--- src/rtl/audio_mix_sched.sv ---
// Four-channel audio mixer: snapshots samples once per frame, runs one shared
// multiplier across the channels and publishes left/right sums for a sigma-delta stage.
module audio_mix_sched #(
  parameter int ID = 4
) (
  input  logic        clk,
  input  logic        reset,
  input  logic [7:0]  aud0,
  input  logic [7:0]  aud1,
  input  logic [7:0]  aud2,
  input  logic [7:0]  aud3,
  input  logic [6:0]  vol0,
  input  logic [6:0]  vol1,
  input  logic [6:0]  vol2,
  input  logic [6:0]  vol3,
  input  logic [3:0]  chen,
  output logic        smp_ack,
  output logic [14:0] ldatasum,
  output logic [14:0] rdatasum,
  output logic        out_stb
);

  logic [ID-1:0]      cnt_q, cnt_d;
  logic [7:0]         cnt8;
  logic [7:0]         aud_q [4];
  logic [7:0]         aud_d [4];
  logic [6:0]         vol_q [4];
  logic [6:0]         vol_d [4];
  logic [3:0]         chen_q, chen_d;
  logic signed [13:0] prod_q, prod_d;
  logic signed [14:0] lacc_q, lacc_d, racc_q, racc_d;
  logic [14:0]        ldata_q, ldata_d, rdata_q, rdata_d;
  logic               smp_ack_q, smp_ack_d, out_stb_q, out_stb_d;

  logic [1:0]         sel;
  logic [6:0]         vol_sel, vol_c;
  logic signed [13:0] mul_a, mul_b, mul_p;
  logic signed [14:0] prod_ext;

  // Slot 1..4 maps to channel 0..3; the 2-bit wrap makes slot 4 land on channel 3.
  always_comb begin
    cnt8     = {{(8-ID){1'b0}}, cnt_q};
    sel      = cnt8[1:0] - 2'd1;
    vol_sel  = vol_q[sel];
    vol_c    = (vol_sel > 7'd64) ? 7'd64 : vol_sel;
    mul_a    = {{6{aud_q[sel][7]}}, aud_q[sel]};
    mul_b    = {7'd0, vol_c};
    mul_p    = mul_a * mul_b;
    prod_ext = {prod_q[13], prod_q};
  end

  always_comb begin
    cnt_d     = cnt_q + ID'(1);
    aud_d     = aud_q;
    vol_d     = vol_q;
    chen_d    = chen_q;
    prod_d    = prod_q;
    lacc_d    = lacc_q;
    racc_d    = racc_q;
    ldata_d   = ldata_q;
    rdata_d   = rdata_q;
    smp_ack_d = 1'b0;
    out_stb_d = 1'b0;

    if (cnt8 == 8'd0) begin
      aud_d[0]  = aud0;
      aud_d[1]  = aud1;
      aud_d[2]  = aud2;
      aud_d[3]  = aud3;
      vol_d[0]  = vol0;
      vol_d[1]  = vol1;
      vol_d[2]  = vol2;
      vol_d[3]  = vol3;
      chen_d    = chen;
      lacc_d    = '0;
      racc_d    = '0;
      smp_ack_d = 1'b1;
    end
    if (cnt8 >= 8'd1 && cnt8 <= 8'd4)
      prod_d = chen_q[sel] ? mul_p : '0;
    // Accumulation trails the multiply by one slot: ch0/ch3 go left, ch1/ch2 go right.
    if (cnt8 == 8'd2 || cnt8 == 8'd5)
      lacc_d = lacc_q + prod_ext;
    if (cnt8 == 8'd3 || cnt8 == 8'd4)
      racc_d = racc_q + prod_ext;
    if (cnt8 == 8'd6) begin
      ldata_d   = lacc_q;
      rdata_d   = racc_q;
      out_stb_d = 1'b1;
    end
  end

  always_ff @(posedge clk) begin
    if (reset) begin
      cnt_q <= '0;
      for (int i = 0; i < 4; i++) begin
        aud_q[i] <= '0;
        vol_q[i] <= '0;
      end
      chen_q    <= '0;
      prod_q    <= '0;
      lacc_q    <= '0;
      racc_q    <= '0;
      ldata_q   <= '0;
      rdata_q   <= '0;
      smp_ack_q <= 1'b0;
      out_stb_q <= 1'b0;
    end else begin
      cnt_q     <= cnt_d;
      aud_q     <= aud_d;
      vol_q     <= vol_d;
      chen_q    <= chen_d;
      prod_q    <= prod_d;
      lacc_q    <= lacc_d;
      racc_q    <= racc_d;
      ldata_q   <= ldata_d;
      rdata_q   <= rdata_d;
      smp_ack_q <= smp_ack_d;
      out_stb_q <= out_stb_d;
    end
  end

  assign smp_ack  = smp_ack_q;
  assign out_stb  = out_stb_q;
  assign ldatasum = ldata_q;
  assign rdatasum = rdata_q;

endmodule

--- config.mk ---
export PLATFORM = sky130hd
export DESIGN_NAME = audio_mix_sched
export DESIGN_NICKNAME = d
export VERILOG_FILES = /design/src/rtl/audio_mix_sched.sv
export SDC_FILE = /design/constraint.sdc
export NUM_CORES = 1
export LEC_CHECK = 0
export CORE_ASPECT_RATIO = 2
export CORE_MARGIN = 5
export CORE_UTILIZATION = 29
export DETAILED_ROUTE_END_ITERATION = 6
export HOLD_SLACK_MARGIN = 0.05
export PLACE_DENSITY = 0.46
export SLEW_MARGIN = 20
export SYNTH_ARGS = -nofsm -noshare
export SYNTH_HDL_FRONTEND = slang
export SYNTH_SLANG_ARGS = --single-unit
--- constraint.sdc ---
create_clock -name clk -period 5.8 [get_ports clk]
set_input_delay 1.16 -clock clk [delete_from_list [all_inputs] [get_ports clk]]
set_output_delay 1.16 -clock clk [all_outputs]
set_load 0.01 [all_outputs]
==> results of run 1 <==
area by class of cell:
| type | instances | area share |
|---|---|---|
| clock buffers | 20 | 0.04306 |
| well taps | 368 | 0.04248 |
| flip-flops and latches | 144 | 0.2661 |
| repair buffers | 111 | 0.1002 |
| clock inverters | 12 | 0.01235 |
| inverters | 83 | 0.02898 |
| multi-input cells | 798 | 0.5068 |
layer usage:
layer	global-route usage	up-vias	share of wire
met4	0.04949	0	0.028
met1	0.1428	3476	0.36
met2	0.2967	116	0.59
met5	0	-	0
li1	-	3780	-
met3	0.02182	28	0.023
synthesized netlist by cell type (all sizes together) (2+ instances only):
| cell type | number | area, um^2 |
|---|---|---|
| a22o | 16 | 140.1 |
| or2 | 14 | 87.59 |
| a311oi | 2 | 17.52 |
| clkbuf | 29 | 108.9 |
| nand3b | 3 | 22.52 |
| o21bai | 2 | 15.01 |
| o31ai | 4 | 30.03 |
| dfxtp | 144 | 2883 |
| or3 | 2 | 17.52 |
| mux2i | 9 | 90.09 |
| ha | 61 | 763.2 |
| inv | 82 | 307.8 |
| nand4b | 2 | 17.52 |
| o2111ai | 2 | 17.52 |
| a31o | 3 | 26.28 |
| nand4 | 3 | 18.77 |
| xnor2 | 18 | 165.2 |
| nand3 | 23 | 115.1 |
| nand2b | 7 | 43.79 |
| o21a | 9 | 67.56 |
| fa | 43 | 860.8 |
| a211oi | 10 | 80.07 |
| o21ai | 26 | 137.6 |
| a21o | 14 | 105.1 |
| xor2 | 12 | 105.1 |
| nor3 | 15 | 80.08 |
| nand2 | 228 | 858.3 |
| a31oi | 9 | 56.30 |
| buf | 24 | 137.6 |
| mux4 | 10 | 225.2 |
| mux2 | 8 | 93.84 |
| a221o | 2 | 20.02 |
| nor2b | 4 | 25.02 |
| nor2 | 85 | 321.6 |
| a2111oi | 2 | 25.02 |
| o211ai | 4 | 30.03 |
| a21oi | 133 | 665.6 |
per-stage QoR:
stage / total power [mW] / cells / utilization / area [um^2] / hold slack, ns
2_1_floorplan: 1.503 / 1078 / - / 8932 / 0.4329
6_report: 2.768 / 1536 / 0.3578 / 10840 / 0.4488
3_5_place_dp: 1.692 / 1504 / 0.3375 / 10220 / 0.4431
5_1_grt: 2.931 / 1536 / 0.3578 / 10840 / 0.4707
4_1_cts: 2.812 / 1536 / 0.3573 / 10820 / 0.4513
3_3_place_gp: 1.688 / 1504 / 0.3375 / 10220 / 0.4415
power by group through the flow:
stage	sequential [mW]	combinational, mW	clock (mW)
3_3_place_gp	1.09	0.596	0
6_report	1.07	0.589	1.11
2_1_floorplan	1.08	0.427	0
3_5_place_dp	1.09	0.599	0
4_1_cts	1.07	0.600	1.14
5_1_grt	1.07	0.674	1.18
state kept, by name, indices dropped and copies added (netlist names):
| signal | flops |
|---|---|
| aud_q | 32 |
| vol_q | 28 |
| lacc_q | 15 |
| ldatasum | 15 |
| racc_q | 15 |
| rdatasum | 15 |
| prod_q | 14 |
| chen_q | 4 |
| cnt_q | 4 |
| out_stb | 1 |
| smp_ack | 1 |
worst max-delay path: stages (launching register included):
cell and delay (ns):
dfxtp_1 0.38, inv_1 0.10, ha_1 0.35, mux4_2 0.39
inv_4 0.15, nand2_2 0.13, or2_2 0.33, fa_1 0.53
inv_1 0.05, fa_1 0.46, fa_1 0.55, inv_1 0.05
fa_1 0.52, inv_1 0.04, ha_1 0.32, or2_2 0.34
and4_1 0.22, a211oi_2 0.24, xnor2_1 0.09, a22o_1 0.19
worst paths after layout:
path,endpoint,cells past startpoint
worst max-delay path,prod_q[12],19
worst min-delay path,chen_q[0],2
worst max register to register,prod_q[12],19
worst min register to register,chen_q[0],2
logic make-up after synthesis:
kind of cell / synth area share
and+or+nand+nor: 0.1864
xor gates and xnor gates: 0.03035
adders and majority gates: 0.1824
AOI/OAI and AO/OA: 0.1684
DFF: 0.3237
muxes: 0.04594
buffers and inverters: 0.06280
what timing repair did:
item / in CTS / in global routing
buffers inserted: 0 / 0
setup endpoints to repair: 0 / 2
hold endpoints to repair: 0 / 0
gates resized for setup: 0 / 4
==> qor.yml, run 1 <==
pwr:
  combPwrFrac: 0.213
  leakage_nw: 4.479
  swShare: 0.3004
  p_sw_mw: 0.8315
  p_int_mw: 1.936
  pwr-share-clk: 0.401
  p_per_area_nw_per_um2: 255.4
  ir_drop_uv: 220.5
  p_seq_frac: 0.386
worst_setup_path:
  critPathLaunchType: "flip-flop"
  worstSetupStartpoint: "cnt_q[1]"
  crit_type: "flip-flop to flip-flop"
  worstPathArrival_ns: 5.88
  cp-end-kind: "flip-flop"
  required_ns: 6.12
  worst-path-max-fanout: 10
  reg2reg_slack_ns: 0.24
  reg2reg_from: "cnt_q[1]"
min_path:
  min_path_type: "flip-flop to flip-flop"
  min-delay-start: "chen_q[0]"
clocking:
  cts_made_buffers: 17
  clkSinkCount: 144
  cts-hold-fix-buffers: 0
  clock_latency_ns: 0.43
  cts.clk_slew.worst_paths_ns: 0.06
  cts_max_level: 4
  tritoncts: "done"
  cts_root_buf: "clkbuf_16"
  cts_max_path_buffers: 2
final_layout:
  num_antenna_cells: 0
  multi_input_area_um2: 5493
  nets: 1325
  area_delta_synth_final_pct: 21.69
  seqCellArea_um2: 2884
  nFillCells: 3200
  drive_above_1_share: 0.08390
  final_common_cell: "nand2_1"
  final_cell_mix: "nand2_1 (224), dfxtp_1 (143), a21oi_1 (133), clkdlybuf4s50_1 (96), nor2_1 (84)"
logic_synthesis:
  yosysUniqueCellTypes: 66
  synth-edff-count: 0
  synth-main-ff-cell: "dfxtp_1"
  syn_inst: 1078
  postSynthAreaPerCell_um2: 8.262
  synthArstFlopShare: 0
  yosysSeqAreaShare: 0.3237
  ys_seq_elements: 144
  synth_area_um2: 8906
  ys_warn_count: 0
  syn-num-nets: 1248
drt:
  first_pass_iters: 4
  drcViolationCount: 0
  vias: 7400
  drt_iter0_markers: 277
  routed_wl_um: 24650
  ant_nets: 0
  avgRoutedWirePerCell_um: 16.05
  routed_via_density: 4.818
grt:
  grt_util_all_layers: 0.1448
  grt_pass1_wl_um: 39500
  grt_overflow: 0
  grt_pass1_vias: 7613
  grt_max_degree: 53
  antenna_found_initial: 0
place:
  dp_hpwl_um: 19480
  io_buffer_count: 97
  dp_slack_ns: 0.2087
  gp_congestion: 0.8953
sta:
  worst_pin_slew_ns: 0.8687
  period_share: 0.9578
  finalSetupTns_ns: 0
  hold_violations: 0
  period_minus_slack_ns: 5.556
  worst_slack_ns: 0.2445
  fmax_mhz: 180.0
  drv_slew: 0
  setup_viol: 0
  grt_setup_unrepaired: "false"
  fin_skew_ns: 0.007165
  relSlewSlack: 0.4164
die:
  die_area_um2: 34530
  initial_utilization: 0.2940
  die_h_um: 257.8
  ios: 98
  die_x_um: 133.9
  rows: 90
  core-area_um2: 30290
outcome:
  status: "finished clean"
flow_run:
  drv_cap: 0
(Power assumes the default switching activity.)
==> run 2, diff against run 1 <==
--- a/config.mk
+++ b/config.mk
@@ -11,6 +11,7 @@
 export DETAILED_ROUTE_END_ITERATION = 6
 export HOLD_SLACK_MARGIN = 0.05
 export PLACE_DENSITY = 0.46
+export SETUP_SLACK_MARGIN = 0.4
 export SLEW_MARGIN = 20
 export SYNTH_ARGS = -nofsm -noshare
 export SYNTH_HDL_FRONTEND = slang
==> qor.yml, run 2 (synthesis results as in run 1) <==
worst_setup_path:
  required_ns: 6.14  # +0.02 ns
  cp-end-kind: "flip-flop"
  crit_type: "flip-flop to flip-flop"
  critPathLaunchType: "flip-flop"
  worstPathArrival_ns: 5.55  # -0.33 ns
  worst-path-max-fanout: 17  # +7
outcome:
  status: "finished clean"
grt:
  grt_pass1_wl_um: 39820  # +0.82%
  grt_util_all_layers: 0.1475  # +0.002665
  antenna_found_initial: 0  # unchanged
  grt_overflow: 0  # unchanged
  grt_max_degree: 91  # +72%
  grt_pass1_vias: 7603  # -0.13%
final_layout:
  postLayoutCellArea_um2: 10940  # +0.92%
  nets: 1329  # +0.30%
  final_cell_mix: "nand2_1 (223), dfxtp_1 (142), a21oi_1 (132), clkdlybuf4s50_1 (96), nor2_1 (83)"
  reg_top3: "aud_q (32), vol_q (28)"
  regMostFlops: "aud_q"
  num_antenna_cells: 0  # unchanged
  nFillCells: 3178  # -0.69%
  area_delta_synth_final_pct: 22.82
  largest_reg_flops: 32  # unchanged
  final_common_cell: "nand2_1"
  drive_above_1_share: 0.09386  # +0.009953
sta:
  fin_skew_ns: 0.009456  # +0.002291 ns
  grt_setup_unrepaired: "true"
  drv_slew: 0  # unchanged
  fmax_mhz: 191.9  # +6.6%
  worst_pin_slew_ns: 0.9992  # +0.1304 ns
  hold_violations: 0  # unchanged
  finalSetupTns_ns: 0  # unchanged
  worst_slack_ns: 0.5878  # +0.3433 ns
  whs_ns: 0.4498  # +0.0009960 ns
  period_share: 0.8987  # -0.05919
  setup_viol: 0  # unchanged
  relSlewSlack: 0.3339  # -0.08249
  period_minus_slack_ns: 5.212  # -0.3433 ns
drt:
  drt_iter0_markers: 280  # +1.1%
  routed_wl_um: 25250  # +2.4%
  routed_via_density: 4.845  # +0.58%
  drcViolationCount: 0  # unchanged
  first_pass_iters: 4  # unchanged
  vias: 7462  # +0.84%
  ant_nets: 0  # unchanged
  avgRoutedWirePerCell_um: 16.39  # +2.2%
pwr:
  p_per_area_nw_per_um2: 259.0  # +1.4%
  leakage_nw: 4.515  # +0.81%
  ir_drop_uv: 218.8  # -0.74%
clocking:
  tritoncts: "done"
  clock_latency_ns: 0.45  # +0.02 ns
  cts.clk_slew.worst_paths_ns: 0.06  # about the same
  cts_root_buf: "clkbuf_16"
  cts_made_buffers: 17  # unchanged
  cts_max_level: 4  # unchanged
  clkSinkCount: 144  # unchanged
  cts_max_path_buffers: 2  # unchanged
place:
  dp_hpwl_um: 19680  # +1.0%
  gp_congestion: 0.8282  # -7.5%
  io_buffer_count: 97  # unchanged
  dp_slack_ns: 0.2269  # +0.01815 ns
  place_area_um2: 10270  # +0.43%
die:
  ios: 98  # unchanged
  core-area_um2: 30290  # unchanged
  die_h_um: 257.8  # unchanged
  die_x_um: 133.9  # unchanged
  initial_utilization: 0.2940  # unchanged
  rows: 90  # unchanged
  die_area_um2: 34530  # unchanged
min_path:
  min_path_type: "flip-flop to flip-flop"
flow_run:
  drv_cap: 0  # unchanged
## run 2: power breakdown
part,switching [mW],total [mW],internal [mW],leakage (nW)
sequential,0.0324,1.07,1.04,1.17
clock,0.456,1.15,0.690,0.293
combinational,0.367,0.617,0.251,3.05
total,0.855,2.83,1.98,4.52
## run 2: path summary, 6_finish.rpt
| check | start | depth (start not counted) | slack [ns] | endpoint |
|---|---|---|---|---|
| setup / recovery | cnt_q[0] | 19 | 0.59 | prod_q[11] |
| hold / removal | ldatasum[11] | 2 | 0.45 | ldatasum[11] |
| setup reg to reg | cnt_q[0] | 19 | 0.59 | prod_q[11] |
| hold reg to reg | ldatasum[11] | 2 | 0.45 | ldatasum[11] |
## run 2: final cells by class
| type | count | area [um^2] | area share |
|---|---|---|---|
| tap | 368 | 460.4 | 0.04210 |
| clock inverter | 12 | 157.7 | 0.01441 |
| inverter | 83 | 316.6 | 0.02894 |
| multi-input combinational | 798 | 5568 | 0.5090 |
| clock buffer | 20 | 446.7 | 0.04084 |
| sequential | 144 | 2885 | 0.2638 |
| timing repair buffer | 115 | 1104 | 0.1009 |
## run 2: layer usage
layer,GRT usage,share of wire,vias to the layer above
met1,0.1441,0.36,3502
met4,0.07437,0.044,0
met2,0.2885,0.57,124
met3,0.02688,0.028,48
li1,-,-,3788
met5,0,0,-
## run 2: through the flow
step                      power, mW  utilization  instances
after global placement        1.698       0.3389       1502
after CTS                     2.875       0.3602       1538
final                         2.833       0.3611       1540
after detailed placement      1.706       0.3389       1502
after floorplan               1.528            -       1078
after global routing          2.995       0.3611       1540
## run 2: critical path, cell delays in order, from the launching register on
cell and delay, ns:
dfxtp_2 0.35, buf_4 0.21, mux4_2 0.57, clkinv_4 0.16, nand2_4 0.10, or2_2 0.32
fa_1 0.44, inv_1 0.10, fa_1 0.40, ha_1 0.29, inv_1 0.05, fa_1 0.53
inv_1 0.04, ha_1 0.33, a211oi_1 0.34, o211ai_1 0.19, a31o_2 0.28, a21oi_2 0.13
xnor2_1 0.07, a22o_1 0.19
## run 2: what timing repair did
action / 4_1_cts / 5_1_grt
endpoints found under the hold margin: 0 / 0
hold buffers: 0 / 0
endpoints found under the setup margin: 5 / 5
setup buffers: 4 / 2
cloned: 0 / 0
gates resized for setup: 3 / 4
pin swaps: 1 / 1
==> run 3, diff against run 2 <==
--- a/config.mk
+++ b/config.mk
@@ -6,7 +6,7 @@
 export NUM_CORES = 1
 export LEC_CHECK = 0
 export CORE_ASPECT_RATIO = 2
-export CORE_MARGIN = 5
+export CORE_MARGIN = 2
 export CORE_UTILIZATION = 29
 export DETAILED_ROUTE_END_ITERATION = 6
 export HOLD_SLACK_MARGIN = 0.05
==> constraint.sdc (replaced) <==
create_clock -name clk -period 4.65 [get_ports clk]
set_input_delay 0.93 -clock clk [delete_from_list [all_inputs] [get_ports clk]]
set_output_delay 0.93 -clock clk [all_outputs]
set_load 0.01 [all_outputs]
==> qor.yml, run 3 (synthesis results as in run 1) <==
grt:
  grt_pass1_vias: 7683  # +1.1%
  antenna_found_initial: 0  # unchanged
  grt_pass1_wl_um: 39800  # about the same
  grt_overflow: 0  # unchanged
  grt_max_degree: 80  # -12%
  grt_util_all_layers: 0.1619  # +0.01447
worst_setup_path:
  crit_path_top_delay_cell: "fa_1"
  worstPathArrival_ns: 5.32  # -0.23 ns
  critical_path.most_common_cell: "fa_1"
  r2r_end: "prod_q[13]"
  worst-path-max-fanout: 5  # -12
  critPathLaunchType: "flip-flop"
  path_cells: "inv_4 -> ha_4 -> buf_6 -> buf_12 -> mux2_4 -> o21ai_4 -> nor2_2 -> fa_1 -> inv_2 -> fa_1 -> inv_1 -> fa_1 -> inv_1 -> fa_1 -> inv_2 -> ha_4 -> o21ai_2 -> o211ai_1 -> and3_4 -> o21ai_2 -> xnor2_1 -> a22o_1"
  max_stage_delay_ns: 0.49  # -0.08 ns
  crit_type: "flip-flop to flip-flop"
  cp-end-kind: "flip-flop"
  reg2reg_slack_ns: -0.33  # -0.92 ns
  required_ns: 4.99  # -1.15 ns
  reg2reg_from: "cnt_q[0]"
  r2r_cells: 22  # +3
die:
  ios: 98  # unchanged
  initial_utilization: 0.2951  # +0.001097
  die_x_um: 127.9  # -4.5%
  rows: 90  # unchanged
  die_h_um: 251.8  # -2.3%
  die_area_um2: 32210  # -6.7%
  core-area_um2: 30180  # -0.37%
final_layout:
  final_cell_mix: "nand2_1 (220), dfxtp_1 (142), a21oi_1 (130), clkdlybuf4s50_1 (96), nor2_1 (80)"
  nets: 1389  # +4.5%
  area_delta_synth_final_pct: 31.06
  reg_top3: "aud_q (32), vol_q (28)"
  nFillCells: 3139  # -1.2%
  regMostFlops: "aud_q"
  largest_reg_flops: 32  # unchanged
  final_common_cell: "nand2_1"
  num_antenna_cells: 0  # unchanged
  fin_cells: 1600  # +3.9%
  drive_above_1_share: 0.1672  # +0.07335
min_path:
  min_path_type: "flip-flop to flip-flop"
  min-delay-start: "rdatasum[9]"
  hold_depth: 2  # unchanged
  whs_endpoint: "rdatasum[9]"
drt:
  routed_via_density: 4.820  # -0.53%
  drt_iter0_markers: 267  # -4.6%
  drcViolationCount: 0  # unchanged
  vias: 7712  # +3.4%
  routed_wl_um: 25590  # +1.4%
  ant_nets: 0  # unchanged
  first_pass_iters: 4  # unchanged
  avgRoutedWirePerCell_um: 16.00  # -2.4%
pwr:
  combPwrFrac: 0.256  # +0.038
  p_sw_mw: 1.174  # +37%
  leakage_nw: 4.850  # +7.4%
  swShare: 0.3107  # +0.008872
  p_per_area_nw_per_um2: 323.7  # +25%
  p_int_mw: 2.604  # +32%
  pwr-share-clk: 0.391  # -0.014
  p_seq_frac: 0.353  # -0.024
  ir_drop_uv: 291.4  # +33%
clocking:
  cts_max_level: 4  # unchanged
  clock_latency_ns: 0.46  # about the same
  cts-hold-fix-buffers: 0  # unchanged
  cts.clk_slew.worst_paths_ns: 0.07  # about the same
  cts_root_buf: "clkbuf_16"
  cts_made_buffers: 17  # unchanged
  tritoncts: "done"
  clkSinkCount: 144  # unchanged
  cts_max_path_buffers: 2  # unchanged
sta:
  setup_viol: 7  # +7
  worst_pin_slew_ns: 1.055  # +0.05556 ns
  worst_slack_ns: -0.3280  # -0.9158 ns
  fmax_mhz: 200.9  # +4.7%
  finalSetupTns_ns: -1.527  # -1.527 ns
  whs_ns: 0.4509  # +0.001109 ns
  drv_slew: 0  # unchanged
  hold_violations: 0  # unchanged
  grt_setup_unrepaired: "true"
  period_share: 1.071  # +0.1719
  relSlewSlack: 0.2944  # -0.03953
  period_minus_slack_ns: 4.978  # -0.2342 ns
  fin_skew_ns: 0.01032  # +0.0008633 ns
outcome:
  status: "finished, violations left"
  failed_checks: "setup timing"
place:
  gp_congestion: 0.8732  # +5.4%
  placed_cells: 1558  # +3.7%
  dp_hpwl_um: 19920  # +1.2%
  io_buffer_count: 97  # unchanged
flow_run:
  drv_cap: 0  # unchanged
## run 3: cell types whose count changed in the layout (fill, tap and decap cells not counted), moves of 4 or more
cell	change
buf_4	+49
buf_6	+8
ha_1	-5
ha_4	+5
inv_1	-9
inv_2	+7
inv_6	+4
## run 3: area by class of cell
type | instances | area (um^2) | area share
Multi-Input combinational cell | 798 | 5761 | 0.4935
Timing Repair Buffer | 175 | 1622 | 0.1389
Clock buffer | 17 | 425.4 | 0.03645
Sequential cell | 144 | 2885 | 0.2472
Tap cell | 368 | 460.4 | 0.03945
Clock inverter | 15 | 197.7 | 0.01694
Inverter | 83 | 321.6 | 0.02755
## run 3: metrics by stage
step | power [mW] | area, um^2 | util | worst slack, ns
2_1_floorplan | 1.941 | 9146 | - | -0.5448
3_3_place_gp | 2.265 | 10820 | 0.3585 | -0.2557
3_5_place_dp | 2.275 | 10820 | 0.3585 | -0.3313
4_1_cts | 3.808 | 11590 | 0.3840 | -0.2901
5_1_grt | 3.975 | 11670 | 0.3868 | -0.4670
6_report | 3.778 | 11670 | 0.3868 | -0.3280
## run 3: power groups by stage
| stage | Clock [mW] | Combinational, mW | Sequential, mW |
|---|---|---|---|
| final | 1.48 | 0.966 | 1.33 |
| after global routing | 1.56 | 1.07 | 1.34 |
| after CTS | 1.52 | 0.954 | 1.34 |
| after detailed placement | 0 | 0.912 | 1.36 |
| after global placement | 0 | 0.902 | 1.36 |
| after floorplan | 0 | 0.599 | 1.34 |
## run 3: worst max-delay path, delay by kind of cell (launching register included)
kind	cells	cell delay, ns
buf+inv	7	0.48
xor+xnor	1	0.12
compound gates	5	0.79
flops	1	0.36
simple gates	2	0.32
mux	1	0.31
fa+ha+maj	6	2.48
## run 3: layer usage
metal  share of wire  vias up  track usage
met3           0.020       44      0.02735
met2            0.59      112       0.3276
met1            0.35     3648       0.1498
met5               0        -            0
li1                -     3908            -
met4           0.039        0      0.08132
## run 3: what timing repair did
item | CTS | global route
setup buffers | 5 | 5
cloned | 0 | 0
setup endpoints to repair | 9 | 9
pin swaps | 11 | 14
resized for setup | 25 | 16
## run 3: worst max path at each step
stage	start	to	slack [ns]
floorplan	cnt_q[0]	prod_q[13]	-0.54
global placement	cnt_q[1]	prod_q[12]	-0.26
detailed placement	cnt_q[1]	prod_q[12]	-0.33
CTS	cnt_q[0]	prod_q[12]	-0.29
global route	cnt_q[0]	prod_q[13]	-0.47
finish	cnt_q[0]	prod_q[13]	-0.33
